--- src/rtl/i2c_master.sv ---
// Single-master I2C controller: START/repeated START, byte write/read with ACK slot, STOP; open-drain via oe pins.
// Latency: START/STOP 4*CLK_DIV, byte+ACK 36*CLK_DIV cycles; commands taken only while busy=0; SCL stretching stalls phases.
module i2c_master #(
    parameter int CLK_DIV = 4
) (
    input  logic       clk,
    input  logic       rstb,
    input  logic       cmd_vld,
    input  logic       cmd_start,
    input  logic       cmd_xfer,
    input  logic       cmd_rd,
    input  logic       cmd_ack,
    input  logic       cmd_stop,
    input  logic [7:0] data_in,
    output logic       busy,
    output logic [7:0] data_out,
    output logic       data_vld,
    output logic       rx_nack,
    input  logic       scl_in,
    output logic       scl_oe,
    input  logic       sda_in,
    output logic       sda_oe
);

    typedef enum logic [2:0] {S_IDLE, S_START, S_BIT, S_ACK, S_STOP} state_t;

    localparam int CW = (CLK_DIV > 2) ? $clog2(CLK_DIV) : 1;
    localparam logic [CW-1:0] CNT_LAST = CW'(CLK_DIV - 1);
    localparam logic [CW-1:0] CNT_VLD  = CW'(CLK_DIV - 2);

    state_t        state;
    logic [1:0]    phase;
    logic [CW-1:0] cnt;
    logic [2:0]    bit_idx;
    logic [7:0]    sr;
    logic          ack_bit;
    logic          owned;
    logic          c_rd, c_ack, c_xfer, c_stop;

    logic   stall, tick, adv, drv_bit;
    state_t tgt_state;
    logic [1:0] tgt_phase;

    function automatic state_t step_after(input state_t s, input logic [2:0] bi,
                                          input logic xfer, input logic stop);
        case (s)
            S_START: step_after = xfer ? S_BIT : (stop ? S_STOP : S_IDLE);
            S_BIT:   step_after = (bi == 3'd7) ? S_ACK : S_BIT;
            S_ACK:   step_after = stop ? S_STOP : S_IDLE;
            default: step_after = S_IDLE;
        endcase
    endfunction

    function automatic logic scl_next(input state_t s, input logic [1:0] p, input logic cur);
        scl_next = cur;
        if (p == 2'd1)
            scl_next = 1'b0;
        else if (p == 2'd0 && s != S_START)
            scl_next = 1'b1;
        else if (p == 2'd3 && s == S_START)
            scl_next = 1'b1;
    endfunction

    function automatic logic sda_next(input state_t s, input logic [1:0] p,
                                      input logic cur, input logic drv);
        sda_next = cur;
        case (s)
            S_START: begin
                if (p == 2'd0)      sda_next = 1'b0;
                else if (p == 2'd2) sda_next = 1'b1;
            end
            S_BIT, S_ACK: begin
                if (p == 2'd0) sda_next = drv;
            end
            S_STOP: begin
                if (p == 2'd0)      sda_next = 1'b1;
                else if (p == 2'd2) sda_next = 1'b0;
            end
            default: ;
        endcase
    endfunction

    // Phase counter only runs while SCL is actually high whenever we have released it.
    assign stall     = (state != S_IDLE) && !scl_oe && !scl_in;
    assign tick      = (cnt == CNT_LAST);
    assign adv       = (state != S_IDLE) && !stall && tick;
    assign tgt_state = (phase == 2'd3) ? step_after(state, bit_idx, c_xfer, c_stop) : state;
    assign tgt_phase = phase + 2'd1;
    assign drv_bit   = (tgt_state == S_BIT) ? (c_rd ? 1'b0 : ~sr[7]) : (c_rd ? ~c_ack : 1'b0);

    always_ff @(posedge clk or negedge rstb) begin
        if (!rstb) begin
            state    <= S_IDLE;
            phase    <= 2'd0;
            cnt      <= '0;
            bit_idx  <= 3'd0;
            sr       <= 8'h00;
            ack_bit  <= 1'b0;
            owned    <= 1'b0;
            c_rd     <= 1'b0;
            c_ack    <= 1'b0;
            c_xfer   <= 1'b0;
            c_stop   <= 1'b0;
            busy     <= 1'b0;
            data_out <= 8'h00;
            data_vld <= 1'b0;
            rx_nack  <= 1'b0;
            scl_oe   <= 1'b0;
            sda_oe   <= 1'b0;
        end else begin
            data_vld <= 1'b0;
            if (state == S_IDLE) begin
                if (cmd_vld && (cmd_start || cmd_xfer || cmd_stop)) begin
                    c_rd    <= cmd_rd;
                    c_ack   <= cmd_ack;
                    c_xfer  <= cmd_xfer;
                    c_stop  <= cmd_stop;
                    sr      <= data_in;
                    bit_idx <= 3'd0;
                    cnt     <= '0;
                    phase   <= 2'd0;
                    busy    <= 1'b1;
                    if (cmd_start || !owned) begin
                        state  <= S_START;
                        sda_oe <= 1'b0;
                    end else if (cmd_xfer) begin
                        state  <= S_BIT;
                        scl_oe <= 1'b1;
                        sda_oe <= cmd_rd ? 1'b0 : ~data_in[7];
                    end else begin
                        state  <= S_STOP;
                        scl_oe <= 1'b1;
                        sda_oe <= 1'b1;
                    end
                end
            end else begin
                if (!stall)
                    cnt <= tick ? '0 : cnt + 1'b1;
                if (phase == 2'd2 && cnt == '0 && !stall) begin
                    if (state == S_BIT) sr      <= {sr[6:0], sda_in};
                    if (state == S_ACK) ack_bit <= sda_in;
                end
                if (state == S_ACK && phase == 2'd3 && cnt == CNT_VLD && !stall) begin
                    data_vld <= 1'b1;
                    if (c_rd) data_out <= sr;
                    else      rx_nack  <= ack_bit;
                end
                if (adv) begin
                    phase <= tgt_phase;
                    state <= tgt_state;
                    if (state == S_BIT && phase == 2'd3)
                        bit_idx <= bit_idx + 3'd1;
                    if (state == S_START && phase == 2'd3)
                        owned <= 1'b1;
                    if (tgt_state == S_IDLE) begin
                        busy <= 1'b0;
                        // An owned bus parks with SCL low; after STOP both lines are already free.
                        if (state == S_STOP) owned  <= 1'b0;
                        else                 scl_oe <= 1'b1;
                    end else begin
                        scl_oe <= scl_next(tgt_state, tgt_phase, scl_oe);
                        sda_oe <= sda_next(tgt_state, tgt_phase, sda_oe, drv_bit);
                    end
                end
            end
        end
    end

endmodule

--- config.mk ---
export PLATFORM = sky130hd
export DESIGN_NAME = i2c_master
export DESIGN_NICKNAME = d
export VERILOG_FILES = /design/src/rtl/i2c_master.sv
export SDC_FILE = /design/constraint.sdc
export NUM_CORES = 1
export LEC_CHECK = 0
export ABC_AREA = 1
export BUFFER_PORTS_ARGS = -buffer_cell sky130_fd_sc_hd__buf_4
export CORE_MARGIN = 2
export CORE_UTILIZATION = 56
export CTS_CLUSTER_SIZE = 8
export DETAILED_ROUTE_END_ITERATION = 10
export PLACE_DENSITY = 0.86
export SYNTH_ARGS = -nofsm -noshare
export SYNTH_HDL_FRONTEND = slang
export SYNTH_SLANG_ARGS = --single-unit
--- constraint.sdc ---
create_clock -name clk -period 3.3 [get_ports clk]
set_input_delay 0.165 -clock clk [delete_from_list [all_inputs] [get_ports clk]]
set_output_delay 0.165 -clock clk [all_outputs]
set_load 0.005 [all_outputs]
[After elaboration in Yosys (flattened, before gate mapping)]
Cells that the tools add are included.
Storage, ports and cells
  bits in registers: 37
  output and inout bits: 13
  word-level logic and storage cells: 154
Cells by class
  add/sub/neg operators: 3
  equality and inequality tests: 25
  muxes and demuxes: 58
  bitwise gates (word level): 5
  reduce and logical (&&, ||, !) cells: 46
Operators by type and width (number)
  $mux 3: 12
  $mux 1: 34
  $mux 8: 4
  $reduce_and 3->1: 6
  $logic_and 1x1->1: 14
  $eq 2x2->1 const B: 6
  $eq 3x2->1 const B: 4
  $mux 2: 6
  $reduce_bool 2->1: 5
  $eq 3x3->1 const B: 3
  $pmux 3 s3: 1
  $reduce_and 2->1: 4
  $reduce_and 7->1: 1
  $eq 3x1->1 const B: 2
  $logic_not 3->1: 2
  $ne 3x3->1 const B: 2
  $not 1->1: 5
  $reduce_and 5->1: 1
  $reduce_bool 5->1: 1
  $add 2x1->2 const B: 2
  $logic_not 1->1: 4
  $logic_not 2->1: 2
  $ne 2x1->1 const B: 2
  $ne 2x2->1 const B: 2
  other kinds (10): 12

[Longest topological paths before layout]
Gate-level depths: netlist of the first run.
  depth in word-level cells: 12
  gate-level depth with buffers: 15
  mapped depth without buffers: 15

[Least setup slack after synthesis of the first run]
No wires, ideal clock.
  kind: reg-to-reg
  start point: reg phase[0]
  end point: reg sda_oe
  setup time: 116 ps
  arrival: 1597 ps
  required time: 3184 ps
  setup slack: 1586 ps
  cell stages (with the launch flop): 15
  buffers on the path: 1
  period minus slack after synthesis: 1714 ps
  cells stage by stage: dfrtp_1 -> ha_1 -> buf_4 -> nand2_1 -> inv_1 -> nand2_1 -> nor2_1 -> nor2_1 -> nand3_1 -> nand2_1 -> nor2_1 -> nor2_2 -> nand2_1 -> nand2_1 -> nand2_1
Between the ends
  cells in the longest elaborated chain, start to end: 9
  elaborated cells on any way between the ends: 25
Ends and longest elaborated chain
  from (decl): line 32  | logic [1:0] phase;
  from (signal assigned): line 149  | phase <= tgt_phase;
  $eq 2x2->1: line 87  | assign tgt_state = (phase == 2'd3) ? step_after(state, bit_idx, c_xfer, c_stop) : state;
  $mux 3: line 87
  $eq 3x2->1: line 67, 89
  $mux 1: line 89  | assign drv_bit = (tgt_state == S_BIT) ? (c_rd ? 1'b0 : ~sr[7]) : (c_rd ? ~c_ack : 1'b0);
  $mux 1: line 73  | if (p == 2'd0) sda_next = drv;
  $pmux 1 s3: line 67  | case (s)
  $mux 1: line 155  | if (tgt_state == S_IDLE) begin
  $mux 1: line 148  | if (adv) begin
  $mux 1: line 112  | if (state == S_IDLE) begin
  to (signal assigned): line 129  | sda_oe <= cmd_rd ? 1'b0 : ~data_in[7];
  to (signal assigned): line 162  | sda_oe <= sda_next(tgt_state, tgt_phase, sda_oe, drv_bit);
  to (decl): line 22  | output logic sda_oe
Several ways; a longest one is shown, not always the timed one. The select of a mux whose other input is x is not followed.
A chain may end at the register's enable or synchronous reset.

[Final worst setup path of the first run]
Ends and elaborated chain as after synthesis.

==> run_results.csv, run 1 <==
group,metric,value,unit
synthesis,yosys.area.top_type,"dfrtp_1",
finish,n_antenna_cell,0,
power,p_int,1.109,mW
power,p_sw,0.8378,mW
critical_path,worstPathCellList,"ha_1, nand2_1, inv_1, nand2_1, nor2_1, nor2_1, nand3_1, nand2_1, nor2_1, nor2_2, nand2_1, nand2_1, nand2_1",
critical_path,critPathLaunch,"phase[0]",
synthesis,synth_area_leaders,"dfrtp_1 44%, nand2_1 13%, ha_1 5.9%",
drt,drc,0,
grt,grt_pass1_wl,7.527,mm
power,seqPwrFrac,0.370,
drt,antenna_left,0,
placed_design,dp_hpwl,3.213,mm
synthesis,postSynthAreaPerCell,8.031,sq um
critical_path,cp.arrival,2220,ps
critical_path,cp_num_buf_inv,1,
synthesis,syn_nets,293,
drt,wl_per_cell,12.71,um
grt,busiest_layer,"met2",
critical_path,rr_worst_depth,13,
finish,fin_area,0.002480,sq mm
critical_path,timing.rr.start,"phase[0]",
synthesis,yosysTopAreaCellShare,0.4350,
grt,antenna_found_initial,0,
clock_network,cts-resized-gates,0,
power,p_leak,1.300,nW
critical_path,endpoint,"sda_oe",
critical_path,critical_path.startpoint_type,"register",
drt,routed_via_density,5.213,
grt,grtUsageMet1,0.3011,
critical_path,timing.critical_path.to_type,"register",
grt,grt_pass1_vias,1695,
sta,period_minus_slack,2042,ps
drt,drt_iter0_drc,110,
sta,rsz0062_at_grt,"no",
floorplan,die_w,65.65,um
grt,grt_max_degree,38,
floorplan,initial_core_util,0.5813,
clock_network,cts_tree,"built",
critical_path,max_stage_delay,430,ps
clock_network,cts_buffer_depth,2,
finish,final_core_util,0.6774,
critical_path,critPathSlowestCell,"dfrtp_1",
finish,nets,326,
critical_path,path_max_fanout,9,
power,powerDensity,784.9,mW/mm^2
power,vdd_drop_max,0.4551,mV
sta,finalSetupViolations,0,
critical_path,cp_top_family,"simple AND/OR/NAND/NOR gates",
synthesis,ys_ff_latch,37,
drt,dr.pass1.iters,4,
floorplan,die_height,65.65,um
floorplan,row_count,22,
sta,finalCritPeriodShare,0.6188,
sta,drv_slew,0,
sta,hold_viol_final,0,
finish,fin_cells,347,
synthesis,postSynthCellCount,265,
job,maxCapViolCount,0,
placed_design,postPlaceCellArea,0.002374,sq mm
synthesis,synth.yosys.warnings,0,
floorplan,die_area,0.004310,sq mm
synthesis,ys_seq_area_frac,0.4350,
critical_path,required,3480,ps
synthesis,netlist_area,0.002128,sq mm
clock_network,post-cts-setup-buffers,0,
clock_network,clkSinkCount,37,
drt,wl,4.409,mm
clock_network,clk_transition_reported_paths,70,ps
grt,use_met3,0.03425,
floorplan,core-area,0.003661,sq mm
placed_design,gp_congestion,0.8969,
sta,hold-worst-slack,92.73,ps
clock_network,clk_latency,290,ps
grt,use_met2,0.3813,
finish,area_delta_synth_final,16.52,%
power,clockPowerShare,0.170,
critical_path,reg2reg_slack,1260,ps
floorplan,ioPinCount,31,
worst_hold_path,hold_class,"in -> reg",
clock_network,htree_num_levels,2,
sta,fin_skew,5.277,ps
power,netSwitchingFraction,0.4304,
finish,drive_above_1_share,0.2040,
sta,final.setup.tns,0,ps
grt,grt_overflow,0,
critical_path,crit_type,"reg -> reg",
clock_network,cts_buffers,5,
placed_design,place_inst,338,
grt,grt_usage,0.2289,
placed_design,portBuffers,30,
critical_path,r2r-end,"sda_oe",
status,status,"finished clean",
clock_network,cts_root_buf,"clkbuf_8",
sta,clock.fmax,0.4897,GHz
drt,vias,1809,
synthesis,synth_cell_types,31,
critical_path,crit_path_frequent_cell,"nand2_1",
sta,worst_pin_slew,452.2,ps
critical_path,crit_cells,13,
power,combPwrFrac,0.460,
sta,slew_headroom,0.6986,
power groups by stage:
stage	clock [mW]	combinational, mW	sequential [mW]
floorplan	0	0.668	0.706
global placement	0	0.854	0.720
detailed placement	0	0.877	0.727
CTS	0.341	0.891	0.718
global route	0.357	1.02	0.742
finish	0.332	0.895	0.720
worst register-to-register path, stage by stage, from the launching register on:
cell	delay (ps)
dfrtp_1	430
ha_1	350
nand2_1	160
inv_1	50
nand2_1	70
nor2_1	40
nor2_1	270
nand3_1	150
nand2_1	110
nor2_1	50
nor2_2	90
nand2_1	70
nand2_1	60
nand2_1	50
routing by layer:
layer / wire length [um] / vias up
li1: - / 911
met1: 2013 / 832
met2: 2090 / 54
met3: 219 / 12
met4: 86 / 0
met5: 0 / -
area by class of cell:
| type | count | area, sq um |
|---|---|---|
| Clock buffer | 6 | 82.58 |
| Multi-Input combinational cell | 187 | 1025 |
| Tap cell | 48 | 60.06 |
| Clock inverter | 2 | 13.76 |
| Inverter | 36 | 137.6 |
| Sequential cell | 37 | 925.9 |
| Fill cell | 305 | 1181 |
| Timing Repair Buffer | 31 | 235.2 |
cell usage after synthesis (all sizes together):
| master | instances |
|---|---|
| a21oi | 7 |
| buf | 5 |
| dfrtp | 37 |
| o21bai | 1 |
| o211ai | 6 |
| or2 | 1 |
| o21a | 6 |
| inv | 36 |
| nor3 | 2 |
| mux2 | 2 |
| nand2 | 73 |
| nand4 | 1 |
| nand3 | 18 |
| o21ai | 26 |
| a22oi | 1 |
| ha | 10 |
| a31oi | 1 |
| nor2 | 32 |
timing repair:
item	4_1_cts	5_1_grt
setup endpoints to repair	0	0
endpoints found under the hold margin	37	0
hold buffers	1	0
layout by cell type, fill, tap and decap left out, drive strengths merged:
| cell | instances |
|---|---|
| a21oi | 7 |
| a22oi | 1 |
| a31oi | 1 |
| buf | 30 |
| clkbuf | 6 |
| clkinv | 2 |
| dfrtp | 37 |
| dlygate4sd3 | 1 |
| ha | 10 |
| inv | 36 |
| mux2 | 2 |
| nand2 | 73 |
| nand3 | 18 |
| nand4 | 1 |
| nor2 | 32 |
| nor3 | 2 |
| o211ai | 6 |
| o21a | 6 |
| o21ai | 26 |
| o21bai | 1 |
| or2 | 1 |
cells by family (layout without fill, tap and decap cells):
logic type                 after synthesis  count (layout)  synth area share
AOI/OAI and AO/OA                       48              48            0.1493
adders and majority gates               10              10           0.05879
buffers and inverters                   41              75           0.08348
DFF                                     37              37            0.4350
muxes                                    2               2           0.01058
and+or+nand+nor                        127             127            0.2628
stage by stage:
step                total power [mW]  setup WS (ps)
floorplan                      1.374           1586
global placement               1.574           1386
detailed placement             1.604           1324
CTS                            1.950           1312
global route                   2.120           1115
finish                         1.946           1258
state kept, by name, indices dropped and copies added (netlist names):
register  flops
data_out      8
sr            8
bit_idx       3
state         3
cnt           2
phase         2
ack_bit       1
busy          1
c_ack         1
c_rd          1
c_stop        1
c_xfer        1
data_vld      1
owned         1
rx_nack       1
scl_oe        1
sda_oe        1
worst min path at each step:
| stage | startpoint | endpoint | slack (ps) | cells after the start |
|---|---|---|---|---|
| 2_1_floorplan | rstb | ack_bit | -130 | 0 |
| 3_3_place_gp | rstb | phase[0] | 150 | 1 |
| 3_5_place_dp | rstb | busy | 150 | 1 |
| 4_1_cts | cmd_ack | c_ack | 90 | 3 |
| 5_1_grt | cmd_ack | c_ack | 120 | 3 |
| 6_report | cmd_ack | c_ack | 90 | 3 |
No activity file was read; power rests on OpenSTA's default activity.
==> run 2, diff against run 1 <==
clock period = 2 ns   (was 3.3 ns; I/O delays follow)
==> run 2 against run 1 <==
- sequential cell count unchanged
- final area increased by 2.9%
- first-iteration DRC count increased by 22%
- global-route usage increased by 1.3 points
- register-to-register slack got worse by 1100 ps
==> run_results.csv, run 2 (synthesis gave the netlist of run 1 again) <==
group,metric,value,unit
status,status,"finished clean",
grt,grt_max_degree,38,
drt,vias,1820,
critical_path,cp.arrival,2010,ps
drt,drc,0,
finish,area_delta_synth_final,19.87,%
power,powerDensity,1328,mW/mm^2
power,p_sw,1.400,mW
critical_path,timing.critical_path.to_type,"register",
clock_network,cts_root_buf,"clkbuf_8",
finish,fin_area,0.002551,sq mm
finish,largestRegisters,"data_out x8, sr x8",
clock_network,clkSinkCount,37,
critical_path,required,2190,ps
clock_network,cts_buffers,5,
critical_path,max_stage_delay,400,ps
placed_design,postPlaceCellArea,0.002389,sq mm
grt,antenna_found_initial,0,
power,clockPowerShare,0.201,
placed_design,portBuffers,30,
critical_path,worstPathCellList,"ha_1, ha_1, nand2_1, inv_1, nand3_1, nand2_2, nor2_4, buf_4, nand3_1, nand2_1, inv_1, nand3_1, nand2_1",
critical_path,rr_worst_depth,13,
power,power,3.387,mW
grt,grt_pass1_wl,7.755,mm
power,seqPwrFrac,0.352,
floorplan,row_count,22,
critical_path,crit_type,"reg -> reg",
floorplan,ioPinCount,31,
sta,rsz0062_at_grt,"yes",
sta,slew_headroom,0.6896,
sta,setup_ws,183.6,ps
clock_network,clk_transition_reported_paths,70,ps
drt,dr.pass1.iters,4,
grt,grt_overflow,0,
clock_network,cts_tree,"built",
floorplan,die_height,65.65,um
grt,grt_pass1_vias,1723,
finish,layout_common_cells,"71 x nand2_1, 37 x dfrtp_1, 33 x buf_4, 30 x inv_1, 25 x nor2_1",
power,vdd_drop_max,0.7489,mV
sta,hold_viol_final,0,
drt,routed_via_density,5.185,
placed_design,pre_cts_slack,84.66,ps
clock_network,clk_latency,300,ps
grt,grt_usage,0.2418,
finish,drive_above_1_share,0.2178,
critical_path,path_max_fanout,4,
critical_path,critPathSlowestCell,"dfrtp_1",
critical_path,critical_path.startpoint_type,"register",
sta,fin_skew,5.244,ps
sta,clock.fmax,0.5505,GHz
floorplan,die_area,0.004310,sq mm
finish,fillCellCount,290,
power,p_int,1.986,mW
finish,n_antenna_cell,0,
finish,final_common_cell,"nand2_1",
worst_hold_path,hold_depth,3,
sta,finalSetupViolations,0,
finish,nets,330,
sta,drv_slew,0,
job,maxCapViolCount,0,
clock_network,htree_num_levels,2,
drt,drt_iter0_drc,134,
worst_hold_path,hold_class,"in -> reg",
sta,worst_pin_slew,465.5,ps
power,combPwrFrac,0.447,
floorplan,die_w,65.65,um
drt,wl,4.541,mm
drt,antenna_left,0,
power,p_leak,1.326,nW
floorplan,initial_core_util,0.5813,
power,netSwitchingFraction,0.4135,
sta,period_minus_slack,1816,ps
floorplan,core-area,0.003661,sq mm
drt,wl_per_cell,12.94,um
sta,finalCritPeriodShare,0.9082,
clock_network,cts_buffer_depth,2,
placed_design,dp_hpwl,3.289,mm
placed_design,gp_congestion,0.9066,
==> run 2: cell types whose count changed in the layout (fill, tap and decap cells not counted), sizes merged <==
| cell | delta |
|---|---|
| dlygate4sd3 | +1 |
| clkinvlp | +1 |
| buf | +3 |
| bufinv | +1 |
| clkinv | -2 |
==> run 2: power groups by stage <==
stage,registers [mW],clock network (mW),logic (mW)
final,1.19,0.680,1.51
after global routing,1.23,0.730,1.73
after CTS,1.19,0.697,1.48
after detailed placement,1.19,0,1.47
after global placement,1.19,0,1.44
after floorplan,1.16,0,1.10
==> run 2: what timing repair did <==
item	CTS	global route
resized for setup	0	3
setup buffers	0	1
endpoints found under the hold margin	38	0
hold buffers	2	0
setup endpoints to repair	0	2
==> run 2: final cells by class <==
type | count | area, sq um | share of cell area
Clock inverter | 2 | 37.54 | 0.01471
Tap cell | 48 | 60.06 | 0.02354
Multi-Input combinational cell | 187 | 1040 | 0.4076
Timing Repair Buffer | 35 | 267.8 | 0.1050
Sequential cell | 37 | 925.9 | 0.3629
Clock buffer | 6 | 82.58 | 0.03237
Inverter | 36 | 137.6 | 0.05395
==> run 2: per-stage QoR <==
| step | utilization | hold WS [ps] | std cells | setup TNS [ps] |
|---|---|---|---|---|
| after floorplan | - | -195.6 | 265 | 0 |
| after global placement | 0.6524 | 89.95 | 340 | 0 |
| after detailed placement | 0.6524 | 90.78 | 340 | 0 |
| after CTS | 0.6907 | 27.04 | 350 | 0 |
| after global routing | 0.6969 | 35.31 | 351 | -15.69 |
| final | 0.6969 | 29.53 | 351 | 0 |
==> run 2: worst paths after layout <==
path,endpoint,slack [ps],from
worst max-delay path,scl_oe,180,bit_idx[0]
worst min-delay path,c_xfer,30,cmd_xfer
worst max register to register,scl_oe,180,bit_idx[0]
worst min register to register,sda_oe,480,sda_oe
max in group asynchronous,data_out[4],1370,rstb
min in group asynchronous,state[2],300,rstb
==> run 2: worst max-delay path, delay by kind of cell, from the launching register on <==
kind / cells / cell delay [ps]
adders and majority gates: 2 / 390
and+or+nand+nor: 8 / 700
DFF: 1 / 400
buffers and inverters: 3 / 200
==> run 2: layer usage <==
| layer | share of wire | up-vias | wire length (um) | global-route usage |
|---|---|---|---|---|
| met5 | 0 | - | 0 | 0 |
| li1 | - | 921 | - | - |
| met3 | 0.061 | 12 | 279 | 0.07363 |
| met4 | 0.021 | 0 | 96 | 0.1198 |
| met2 | 0.46 | 50 | 2086 | 0.3586 |
| met1 | 0.46 | 837 | 2079 | 0.3200 |
==> run 3, diff against run 2 <==
CTS_CLUSTER_DIAMETER = 80   (was default)
MAX_ROUTING_LAYER = met4   (was default)
==> run 3 against run 2 <==
- register-to-register slack barely moved
- die area did not move
- routed wire length barely moved
- non-clock buffer count did not move
- cell count did not move
- total power rose by 0.10%
- via count rose by 0.44%
- critical path type unchanged
- largest power group unchanged
==> run_results.csv, run 3 (synthesis gave the netlist of run 1 again) <==
group,metric,value,unit
clock_network,htree_num_levels,2,
power,netSwitchingFraction,0.4140,
finish,ff_latch_area,925.9,sq um
job,maxCapViolCount,0,
sta,drv_slew,0,
critical_path,crit_type,"reg -> reg",
finish,layout_common_cells,"71 x nand2_1, 37 x dfrtp_1, 33 x buf_4, 30 x inv_1, 25 x nor2_1",
floorplan,initial_core_util,0.5813,
grt,grt_pass1_vias,1730,
placed_design,pre_cts_slack,84.66,ps
sta,clock.fmax,0.5504,GHz
placed_design,gp_congestion,0.9222,
drt,dr.pass1.iters,4,
floorplan,core-area,0.003661,sq mm
placed_design,dp_hpwl,3.289,mm
status,status,"finished clean",
clock_network,clk_latency,300,ps
power,seqPwrFrac,0.352,
clock_network,clkSinkCount,37,
critical_path,critical_path.startpoint_type,"register",
placed_design,portBuffers,30,
clock_network,cts_tree,"built",
critical_path,path_max_fanout,4,
drt,wl_per_cell,12.94,um
grt,grt_overflow,0,
finish,fin_area,0.002551,sq mm
sta,fin_skew,5.018,ps
drt,antenna_left,0,
sta,rsz0062_at_grt,"yes",
finish,multi_input_area,0.001040,sq mm
power,power,3.390,mW
sta,final.setup.tns,0,ps
floorplan,die_height,65.65,um
clock_network,cts_root_buf,"clkbuf_8",
sta,finalSetupViolations,0,
placed_design,postPlaceCellArea,0.002389,sq mm
sta,period_minus_slack,1817,ps
power,vdd_drop_max,0.7501,mV
clock_network,cts_buffer_depth,2,
finish,n_antenna_cell,0,
sta,slew_headroom,0.6894,
worst_hold_path,hold_class,"in -> reg",
floorplan,ioPinCount,31,
power,p_sw,1.404,mW
critical_path,required,2190,ps
finish,drive_above_1_share,0.2178,
finish,fillCellCount,290,
power,powerDensity,1329,mW/mm^2
sta,setup_ws,183.1,ps
power,p_leak,1.326,nW
critical_path,cp.arrival,2000,ps
grt,grt_pass1_wl,7.755,mm
drt,vias,1828,
clock_network,clk_transition_reported_paths,70,ps
drt,drc,0,
power,combPwrFrac,0.447,
drt,wl,4.543,mm
grt,antenna_found_initial,0,
sta,hold-worst-slack,28.71,ps
floorplan,die_w,65.65,um
clock_network,cts_buffers,5,
sta,worst_pin_slew,465.9,ps
critical_path,timing.critical_path.to_type,"register",
grt,grt_usage,0.2473,
sta,finalCritPeriodShare,0.9084,
power,p_int,1.987,mW
grt,grt_max_degree,38,
floorplan,row_count,22,
sta,hold_viol_final,0,
finish,largestRegisters,"data_out x8, sr x8",
finish,area_delta_synth_final,19.87,%
floorplan,die_area,0.004310,sq mm
power,clockPowerShare,0.201,
drt,drt_iter0_drc,135,
drt,routed_via_density,5.208,
finish,nets,330,
finish,final_common_cell,"nand2_1",
[run 3: cell counts in the layout (fill, tap and decap cells not counted)]
Identical to the previous run, type by type.
[run 3: final cells by class]
class	count	area share
Multi-Input combinational cell	187	0.4076
Clock buffer	6	0.03237
Tap cell	48	0.02354
Sequential cell	37	0.3629
Timing Repair Buffer	35	0.1050
Clock inverter	2	0.01471
Inverter	36	0.05395
[run 3: repair_timing]
item,4_1_cts,5_1_grt
setup endpoints to repair,0,2
setup buffers,0,1
resized for setup,0,3
hold buffers,2,0
endpoints found under the hold margin,38,0
[run 3: path summary, 6_finish.rpt]
check                           start       end  slack [ps]  cells past startpoint
setup / recovery           bit_idx[0]    sda_oe         180                     14
hold / removal               cmd_xfer    c_xfer          30                      3
setup reg to reg           bit_idx[0]    sda_oe         180                     14
hold reg to reg                sda_oe    sda_oe         480                      2
max in group asynchronous        rstb  phase[1]        1370                      2
min in group asynchronous        rstb     owned         290                      2
[run 3: through the flow]
stage,util,std cells
final,0.6969,351
after global routing,0.6969,351
after CTS,0.6907,350
after detailed placement,0.6524,340
after global placement,0.6524,340
after floorplan,-,265
[run 3: critical path, cell delays in order, from the launching register on]
cell     delay, ps
dfrtp_1        400
ha_1           210
ha_1           170
nand2_1         60
inv_1           30
nand3_1        120
nand2_2        110
nor2_4         120
nand2_1         80
nand2_1         90
nand2_1         50
nand2_1         50
nand2_1         60
nand3_1         80
nand2_1         60
[run 3: layer usage]
| layer | wire (um) | global-route usage | vias up |
|---|---|---|---|
| met5 | 0 | - | - |
| met4 | 127 | 0.1198 | 0 |
| met3 | 327 | 0.06849 | 14 |
| met2 | 2042 | 0.3586 | 69 |
| met1 | 2046 | 0.3200 | 821 |
| li1 | - | - | 924 |
[run 3: power groups by stage]
stage | Combinational, mW | Clock (mW) | Sequential, mW
final | 1.52 | 0.682 | 1.19
after global routing | 1.73 | 0.728 | 1.23
after CTS | 1.48 | 0.697 | 1.19
after detailed placement | 1.47 | 0 | 1.19
after global placement | 1.44 | 0 | 1.19
after floorplan | 1.10 | 0 | 1.16
